$ cat src/rtl/sm4_pkg.sv
// Shared SM4 key-expansion types, CK constant table and arithmetic CK generator.
package sm4_pkg;

  localparam int unsigned SM4_ROUNDS  = 32;
  localparam int unsigned SM4_CK_STEP = 7;
  localparam int unsigned SM4_IDX_W   = 5;
  localparam int unsigned SM4_WORD_W  = 32;

  typedef logic [SM4_WORD_W-1:0] ck_word_t;
  typedef logic [SM4_IDX_W-1:0]  round_idx_t;

  typedef enum logic [0:0] {
    ST_IDLE = 1'b0,
    ST_RUN  = 1'b1
  } ck_seq_state_t;

  // CK[i] byte j = (28*i + 7*j) mod 256, byte 0 in the MSB.
  localparam ck_word_t SM4_CK_TAB [SM4_ROUNDS] = '{
    32'h00070e15, 32'h1c232a31, 32'h383f464d, 32'h545b6269,
    32'h70777e85, 32'h8c939aa1, 32'ha8afb6bd, 32'hc4cbd2d9,
    32'he0e7eef5, 32'hfc030a11, 32'h181f262d, 32'h343b4249,
    32'h50575e65, 32'h6c737a81, 32'h888f969d, 32'ha4abb2b9,
    32'hc0c7ced5, 32'hdce3eaf1, 32'hf8ff060d, 32'h141b2229,
    32'h30373e45, 32'h4c535a61, 32'h686f767d, 32'h848b9299,
    32'ha0a7aeb5, 32'hbcc3cad1, 32'hd8dfe6ed, 32'hf4fb0209,
    32'h10171e25, 32'h2c333a41, 32'h484f565d, 32'h646b7279
  };

  // Byte j of round i is step*(4i+j) truncated to 8 bits.
  function automatic ck_word_t ck_calc(input round_idx_t idx,
                                       input int unsigned step = SM4_CK_STEP);
    ck_word_t w;
    w = '0;
    for (int unsigned j = 0; j < 4; j++) begin
      w[8*(3-j) +: 8] = 8'(((32'(idx) << 2) + j) * step);
    end
    return w;
  endfunction

endpackage

$ cat src/rtl/sm4_ck_lane.sv
// One CK lane: round index in, CK word out (combinational).
// SM4_CK_ROM_EN selects the constant table instead of the arithmetic generator.
module sm4_ck_lane
  import sm4_pkg::*;
#(
  parameter int unsigned BYTE_STEP = SM4_CK_STEP
) (
  input  round_idx_t i_idx,
  output ck_word_t   o_ck_c
);

`ifdef SM4_CK_ROM_EN
  // The table only holds the standard step; any other step falls back to arithmetic.
  if (BYTE_STEP == SM4_CK_STEP) begin : g_rom
    assign o_ck_c = SM4_CK_TAB[i_idx];
  end else begin : g_calc
    assign o_ck_c = ck_calc(i_idx, BYTE_STEP);
  end
`else
  assign o_ck_c = ck_calc(i_idx, BYTE_STEP);
`endif

endmodule

$ cat src/rtl/sm4_ck_seq.sv
// SM4 CK constant sequencer: streams all round constants, LANES per beat, fwd or reverse.
// Build option SM4_CK_ROM_EN (in sm4_ck_lane) switches the lanes to the constant table.
module sm4_ck_seq
  import sm4_pkg::*;
#(
  parameter int unsigned LANES     = 1,
  parameter int unsigned ROUNDS    = SM4_ROUNDS,
  parameter int unsigned BYTE_STEP = SM4_CK_STEP
) (
  input  logic                  clk,
  input  logic                  rst_n,
  input  logic                  start,
  input  logic                  dir,
  input  logic                  flush,
  input  logic                  out_ready,
  output logic                  out_valid,
  output logic [32*LANES-1:0]   ck_out,
  output logic [SM4_IDX_W-1:0]  ck_index,
  output logic                  last,
  output logic                  busy
);

  localparam int unsigned OUT_W = 32 * LANES;

  ck_seq_state_t      r_state;
  logic               r_dir;
  logic               r_valid;
  logic [OUT_W-1:0]   r_ck;
  round_idx_t         r_index;
  logic               r_last;

  logic               w_fire;
  logic               w_dir_sel;
  round_idx_t         w_base;
  logic               w_base_last;
  logic [OUT_W-1:0]   w_lanes;

  assign w_fire = r_valid && out_ready;

  // Lane-0 index of the beat that would be loaded next (first beat from IDLE, else stepped).
  always_comb begin
    w_dir_sel   = r_dir;
    w_base      = r_index;
    w_base_last = 1'b0;
    if (r_state == ST_IDLE) begin
      w_dir_sel = dir;
      w_base    = dir ? SM4_IDX_W'(ROUNDS - 1) : '0;
    end else begin
      w_base = r_dir ? (r_index - SM4_IDX_W'(LANES)) : (r_index + SM4_IDX_W'(LANES));
    end
    w_base_last = w_dir_sel ? (w_base == SM4_IDX_W'(LANES - 1))
                            : (w_base == SM4_IDX_W'(ROUNDS - LANES));
  end

  for (genvar k = 0; k < LANES; k++) begin : g_lane
    round_idx_t w_idx;
    assign w_idx = w_dir_sel ? (w_base - SM4_IDX_W'(k)) : (w_base + SM4_IDX_W'(k));
    sm4_ck_lane #(
      .BYTE_STEP (BYTE_STEP)
    ) u_lane (
      .i_idx  (w_idx),
      .o_ck_c (w_lanes[32*k +: 32])
    );
  end

  // Sequencer FSM and output register; flush overrides both transfer and start.
  always_ff @(posedge clk or negedge rst_n) begin
    if (!rst_n) begin
      r_state <= ST_IDLE;
      r_dir   <= 1'b0;
      r_valid <= 1'b0;
      r_ck    <= '0;
      r_index <= '0;
      r_last  <= 1'b0;
    end else if (flush) begin
      if (r_state == ST_RUN) begin
        r_state <= ST_IDLE;
        r_valid <= 1'b0;
        r_last  <= 1'b0;
      end
    end else begin
      case (r_state)
        ST_IDLE: begin
          if (start) begin
            r_state <= ST_RUN;
            r_dir   <= dir;
            r_valid <= 1'b1;
            r_ck    <= w_lanes;
            r_index <= w_base;
            r_last  <= w_base_last;
          end
        end
        ST_RUN: begin
          if (w_fire) begin
            if (r_last) begin
              r_state <= ST_IDLE;
              r_valid <= 1'b0;
              r_last  <= 1'b0;
            end else begin
              r_ck    <= w_lanes;
              r_index <= w_base;
              r_last  <= w_base_last;
            end
          end
        end
        default: r_state <= ST_IDLE;
      endcase
    end
  end

  assign out_valid = r_valid;
  assign ck_out    = r_ck;
  assign ck_index  = r_index;
  assign last      = r_last;
  assign busy      = (r_state == ST_RUN);

endmodule

$ cat config.mk
export PLATFORM = sky130hd
export DESIGN_NAME = sm4_ck_seq
export DESIGN_NICKNAME = d
export VERILOG_FILES = /design/src/rtl/sm4_pkg.sv /design/src/rtl/sm4_ck_lane.sv /design/src/rtl/sm4_ck_seq.sv
export SDC_FILE = /design/constraint.sdc
export NUM_CORES = 1
export LEC_CHECK = 0
export CORE_MARGIN = 1.5
export CORE_UTILIZATION = 46
export DETAILED_ROUTE_END_ITERATION = 12
export PLACE_DENSITY = 0.77
export SLEW_MARGIN = 20
export SYNTH_ARGS = -nofsm -noshare
export SYNTH_HDL_FRONTEND = slang
export SYNTH_SLANG_ARGS = --single-unit
$ cat constraint.sdc
create_clock -name clk -period 3.64 [get_ports clk]
set_input_delay 0.364 -clock clk [delete_from_list [all_inputs] [get_ports clk]]
set_output_delay 0.364 -clock clk [all_outputs]
set_load 0.02 [all_outputs]
==> metrics.cfg, run 1 <==
[outcome]
outcome = finished clean

[synthesis]
synth_xor_area_frac = 0.0680
synthAdderAreaFrac = 0.154
synth_top_family_by_area = compound AO/OA/AOI/OAI gates
synth_area_um2 = 2040
syn_avg_cell_area_um2 = 9.37
synth_top_area_share = 0.380
ys_seq_area_frac = 0.380
yosys_warnings = 0
synth_top_area_cell = dfrtp_1
async_flop_share = 1.00
synth_mux_area_frac = 0.00551
synth_top_flop_cell = dfrtp_1
yosysUniqueCellTypes = 41
synth_edf_count = 0
synth_compound_area_frac = 0.180
synthSimpleGateAreaFrac = 0.146
synth_top_cells_by_count = nand2_1, dfrtp_1, o21ai_0
synthCells = 218
yosysMostFrequentCell = nand2_1
ys_ff_latch = 31
netlist_top_cells_area = dfrtp_1, ha_1, nand2_1

[timing]
tightestPinTransition_ns = 0.983
setup_violations = 0
maxSlewHeadroom = 0.345
rsz0062_at_grt = false
fmax_mhz = 298
fin_setup_tns_ns = 0
clock_skew_ns = 0.00890
finalHoldViolCount = 0
whs_ns = 0.478
period_minus_slack_ns = 3.36
finalCritPeriodShare = 0.922
slew_violations = 0

[critical_path]
crit_arrival_ns = 3.48
max_stage_delay_ns = 0.56
crit_top_cell = fa_1
path_cells = fa_1, xnor2_2, a21boi_2, fa_1, ha_1, fa_1, a31oi_1, xor2_1, o21ai_0
crit_family = adder cells
slowest_stage = fa_1
required_ns = 3.76
cp_max_fo = 7
critPathCaptureType = register
crit_buf_inv = 0
start_kind = register
path_class = reg2reg

[grt]
grt_pass1_wl_mm = 7.37
grt_pass1_vias = 1589
grt_max_degree = 38
track_usage = 0.193
grt-ovfl-total = 0
antenna_found_initial = 0

[route]
routed_via_density = 5.24
wl_mm = 4.35
drc = 0
detail_route.wl_per_cell_um = 14.0
drt_iter0_markers = 52
dr.pass1.iters = 4
postRouteAntennaNets = 0
vias = 1631

[clock_tree]
clkLatencyLatePin_ns = 0.29
cts_tree = built
clock_sinks = 31
clockBufferDepth = 2
cts_made_buffers = 5
clock-root-buffer = clkbuf_8
cts.htree.levels = 2
path_clk_slew_ns = 0.07

[die]
fp.dieW_um = 69.6
core_region_area_um2 = 4320
num_rows = 24
dieArea_um2 = 4850
start_util = 0.473
die_h_um = 69.6
ios = 46

[placement]
dp_hpwl_mm = 3.10
gp_congestion = 0.864
dp_cells = 303
portBuffers = 41

[power_and_ir_drop]
clkPwrFrac = 0.154
ir_drop_uv = 389
p_sw_frac = 0.427
power_switching_mw = 0.986
intPower_mw = 1.32
powerDensity_nw_per_um2 = 884
p_leak_nw = 1.15
seqPwrFrac = 0.240
p_comb_frac = 0.606

[cells_and_area]
fin_util = 0.604
area_growth_pct = 27.8
final_nets = 285
layout-drive-gt1-share = 0.0927
diodes = 0
layout.cells.non_filler = 311

[job]
maxCapViolations = 0

[min_path]
hp-class = in2async

-- cell type report --
type | instances | area (µm²)
inverter | 7 | 26.3
clock inverter | 2 | 35.0
fill | 395 | 1710
timing repair buffer | 48 | 463
multi-input combinational | 165 | 1160
tap | 52 | 65.1
clock buffer | 6 | 82.6
sequential | 31 | 777
-- flip-flops by register name (all words and copies together), names as in the netlist --
register   flops
out_valid      1
last           1
busy           1
r_dir          1
ck_index       5
ck_out        22
-- stage by stage --
stage | area [µm²] | setup slack [ns] | power (mW)
5_1_grt | 2610 | 0.00340 | 2.50
4_1_cts | 2590 | 0.119 | 2.30
3_3_place_gp | 2480 | 0.106 | 1.91
3_5_place_dp | 2480 | 0.143 | 1.93
6_report | 2610 | 0.284 | 2.31
2_1_floorplan | 2050 | 0.0914 | 1.49
-- cell usage in the layout, fill, tap and decap left out, types with 2 or more instances in the layout --
cell             count
inv_1                7
a21oi_1              9
and2_1               3
dfrtp_1             30
xor2_1               5
a21o_1               3
nand3_1              4
nor2_1               6
o31ai_1              2
nand2_1             42
a41oi_1              2
buf_4                7
ha_1                14
fa_1                 7
xnor2_1              8
conb_1               4
clkbuf_8             6
nand2b_1             2
a31oi_1              6
clkdlybuf4s50_1     41
o21ai_0             23
o211ai_1             2
or3_1                2
-- power groups by stage --
stage | clock (mW) | sequential (mW) | combinational [mW]
CTS | 0.360 | 0.554 | 1.38
floorplan | 0 | 0.703 | 0.789
finish | 0.355 | 0.554 | 1.40
global placement | 0 | 0.559 | 1.36
detailed placement | 0 | 0.557 | 1.38
global route | 0.379 | 0.575 | 1.55
-- per-layer routing --
layer	vias to the layer above	wire length, µm	GRT usage
met5	-	0	0
met4	0	86	0.0641
met3	7	176	0.0509
met2	42	2020	0.294
met1	771	2070	0.270
li1	811	-	-
-- cells by family (layout without fill, tap and decap cells) --
logic type / after synthesis / count (layout)
buffers and inverters: 25 / 63
XOR/XNOR: 15 / 15
other: 1 / 4
AND/OR/NAND/NOR: 67 / 67
flip-flops: 31 / 31
AO/OA/AOI/OAI: 57 / 57
adder cells (fa/ha/maj): 21 / 21
multiplexers: 1 / 1
-- final timing paths --
| path | slack (ns) | start | endpoint | cells past startpoint |
|---|---|---|---|---|
| setup / recovery | 0.28 | ck_index[0]$_DFFE_PN0P_ | ck_out[22]$_DFFE_PN0P_ | 9 |
| hold / removal | 0.48 | rst_n | ck_out[27]$_DFFE_PN0P_ | 2 |
| setup reg to reg | 0.28 | ck_index[0]$_DFFE_PN0P_ | ck_out[22]$_DFFE_PN0P_ | 9 |
| hold reg to reg | 0.48 | ck_out[14]$_DFFE_PN0P_ | ck_out[14]$_DFFE_PN0P_ | 2 |
| max in group asynchronous | 2.86 | rst_n | r_dir$_DFFE_PN0P_ | 2 |
| min in group clk | 0.48 | ck_out[14]$_DFFE_PN0P_ | ck_out[14]$_DFFE_PN0P_ | 2 |
-- what timing repair did --
action / 4_1_cts / 5_1_grt
hold buffers: 0 / 0
endpoints found under the setup margin: 0 / 6
setup buffers: 0 / 0
hold endpoints to repair: 0 / 0
resized for setup: 0 / 4
Note: power is estimated with default switching activity, not from simulation.
==> run 2, diff against run 1 <==
- REMOVE_ABC_BUFFERS: default -> 1
==> run 2 against run 1 <==
- final cell count fell by 0.32%
- cell area fell by 1.3%
- clock power fell by 15%
- sequential share of layout area rose by 0.36 points
- highest routed layer unchanged
- flip-flop and latch count did not move
- utilization fell by 0.81 points
- critical endpoint is now ck_out[23]$_DFFE_PN0P_
- register-to-register slack got worse by 0.07 ns
- fmax fell by 1.9%
- total power fell by 2.9%
- hold slack got worse by 0.0041 ns
- combinational power barely moved
- global-route usage fell by 0.15 points
==> metrics.cfg, run 2 (synthesis gave the netlist of run 1 again) <==
[timing]
whs_ns = 0.474  ; was 0.478 ns
finalHoldViolCount = 0  ; unchanged
setup_violations = 0  ; unchanged
slew_violations = 0  ; unchanged
maxSlewHeadroom = 0.335  ; was 0.345
fin_setup_tns_ns = 0  ; unchanged
tightestPinTransition_ns = 0.997  ; was 0.983 ns
finalCritPeriodShare = 0.940  ; was 0.922
fmax_mhz = 292  ; was 298 MHz
period_minus_slack_ns = 3.42  ; was 3.36 ns
rsz0062_at_grt = false  ; unchanged
clock_skew_ns = 0.00713  ; was 0.00890 ns

[grt]
grt-ovfl-total = 0  ; unchanged
track_usage = 0.192  ; was 0.193
antenna_found_initial = 0  ; unchanged
grt_max_degree = 38  ; unchanged
grt_pass1_vias = 1619  ; was 1589
grt_pass1_wl_mm = 7.49  ; was 7.37 mm

[cells_and_area]
mostFrequentLayoutCells = nand2_1, clkdlybuf4s50_1, dfrtp_1  ; unchanged
fillers = 393  ; was 395
layout-drive-gt1-share = 0.0775  ; was 0.0927
diodes = 0  ; unchanged
area_growth_pct = 26.1  ; was 27.8%
final_nets = 284  ; was 285
mostFrequentLayoutCell = nand2_1  ; unchanged
largest_reg_flops = 22  ; unchanged
layout.cells.non_filler = 310  ; was 311

[critical_path]
critPathCaptureType = register  ; unchanged
crit_buf_inv = 0  ; unchanged
max_stage_delay_ns = 0.52  ; was 0.56 ns
path_class = reg2reg  ; unchanged
cp_max_fo = 9  ; was 7
crit_family = adder cells  ; unchanged
r2r-end = ck_out[23]$_DFFE_PN0P_  ; was ck_out[22]$_DFFE_PN0P_
slowest_stage = dfrtp_1  ; was fa_1
path_cells = ha_1, a21o_1, a21oi_1, xor2_1, xnor2_1, nor2_1, ha_1, ha_1, a21o_1, a31oi_1, or3_1, a31oi_1  ; was fa_1, xnor2_2, a21boi_2, fa_1, ha_1, fa_1, a31oi_1, xor2_1, o21ai_0
required_ns = 3.84  ; was 3.76 ns
timing.reg2reg.setup_slack_ns = 0.22  ; was 0.28 ns
crit_top_cell = ha_1  ; was fa_1
start_kind = register  ; unchanged
regToRegStartpoint = r_dir$_DFFE_PN0P_  ; was ck_index[0]$_DFFE_PN0P_
rr_worst_depth = 12  ; was 9
crit_arrival_ns = 3.62  ; was 3.48 ns

[die]
start_util = 0.473  ; unchanged
die_h_um = 69.6  ; unchanged
dieArea_um2 = 4850  ; unchanged
core_region_area_um2 = 4320  ; unchanged
ios = 46  ; unchanged
num_rows = 24  ; unchanged
fp.dieW_um = 69.6  ; unchanged

[power_and_ir_drop]
powerDensity_nw_per_um2 = 870  ; was 884 nW/µm²
p_comb_frac = 0.619  ; was 0.606
clkPwrFrac = 0.135  ; was 0.154
p_leak_nw = 1.14  ; was 1.15 nW
seqPwrFrac = 0.245  ; was 0.240
intPower_mw = 1.27  ; was 1.32 mW
power_switching_mw = 0.972  ; was 0.986 mW
ir_drop_uv = 420  ; was 389 µV
p_sw_frac = 0.434  ; was 0.427

[clock_tree]
post-cts-setup-buffers = 0  ; unchanged
clock_sinks = 31  ; unchanged
clock-root-buffer = clkbuf_8  ; unchanged
hold_buffers = 0  ; unchanged
cts_made_buffers = 5  ; unchanged
path_clk_slew_ns = 0.06  ; was 0.07 ns
clockBufferDepth = 2  ; unchanged
cts.htree.levels = 2  ; unchanged
cts_tree = built  ; unchanged
clkLatencyLatePin_ns = 0.29  ; about the same

[min_path]
worstHoldEndpoint = ck_out[29]$_DFFE_PN0P_
hp-start = ck_out[29]$_DFFE_PN0P_
hp-class = reg2reg  ; was in2async
hold_path_depth = 2

[route]
detail_route.wl_per_cell_um = 13.8  ; was 14.0 µm
drc = 0  ; unchanged
dr.pass1.iters = 4  ; unchanged
postRouteAntennaNets = 0  ; unchanged
routed_via_density = 5.21  ; was 5.24
wl_mm = 4.29  ; was 4.35 mm
vias = 1614  ; was 1631
drt_iter0_markers = 85  ; was 52

[outcome]
outcome = finished clean  ; unchanged

[placement]
dp_cells = 302  ; was 303
dp_hpwl_mm = 3.17  ; was 3.10 mm
gp_congestion = 0.882  ; was 0.864
portBuffers = 41  ; unchanged

[job]
maxCapViolations = 0  ; unchanged

run 2: cell type report:
cell class	instances	area (µm²)	share of cell area
flip-flops and latches	31	776	0.301
well taps	52	65.1	0.0253
repair buffers	47	455	0.177
multi-input cells	165	1150	0.448
clock buffers	8	100	0.0389
inverters	7	26.3	0.0102
run 2: worst max-delay path by stage:
| stage | start | slack [ns] | depth (start not counted) | to |
|---|---|---|---|---|
| 2_1_floorplan | ck_index[0]$_DFFE_PN0P_ | -0.16 | 8 | ck_out[23]$_DFFE_PN0P_ |
| 3_3_place_gp | ck_index[0]$_DFFE_PN0P_ | 0.21 | 9 | ck_out[22]$_DFFE_PN0P_ |
| 3_5_place_dp | ck_index[0]$_DFFE_PN0P_ | 0.17 | 9 | ck_out[22]$_DFFE_PN0P_ |
| 4_1_cts | ck_index[0]$_DFFE_PN0P_ | 0.14 | 9 | ck_out[22]$_DFFE_PN0P_ |
| 5_1_grt | r_dir$_DFFE_PN0P_ | 0.02 | 12 | ck_out[7]$_DFFE_PN0P_ |
| 6_report | r_dir$_DFFE_PN0P_ | 0.22 | 12 | ck_out[23]$_DFFE_PN0P_ |
run 2: per-stage QoR:
stage	worst slack [ns]	area (µm²)	utilization	total power, mW
4_1_cts	0.138	2570	0.594	2.24
3_5_place_dp	0.168	2470	0.571	1.94
3_3_place_gp	0.208	2470	0.571	1.90
5_1_grt	0.0230	2580	0.596	2.43
2_1_floorplan	-0.155	1950	-	1.48
6_report	0.218	2580	0.596	2.24
run 2: timing repair:
action	CTS	global route
endpoints found under the setup margin	0	6
hold endpoints to repair	0	0
resized for setup	0	2
run 2: worst min-delay path: cells and delay by family (launching register included):
family / cells / cell delay, ns
flops: 1 / 0.34
simple gates: 2 / 0.10
run 2: power groups by stage:
stage                     logic [mW]  clock network, mW  registers, mW
final                           1.39              0.303          0.550
after CTS                       1.38              0.309          0.553
after global placement          1.34                  0          0.554
after detailed placement        1.38                  0          0.559
after floorplan                0.760                  0          0.715
after global routing            1.53              0.327          0.573
run 2: layer usage:
metal	up-vias	wire length (µm)	part of all wire	GRT usage
li1	806	-	-	-
met1	755	1970	0.46	0.250
met2	45	2030	0.47	0.311
met3	8	227	0.053	0.0509
met4	0	65	0.015	0.0641
met5	-	0	0	0
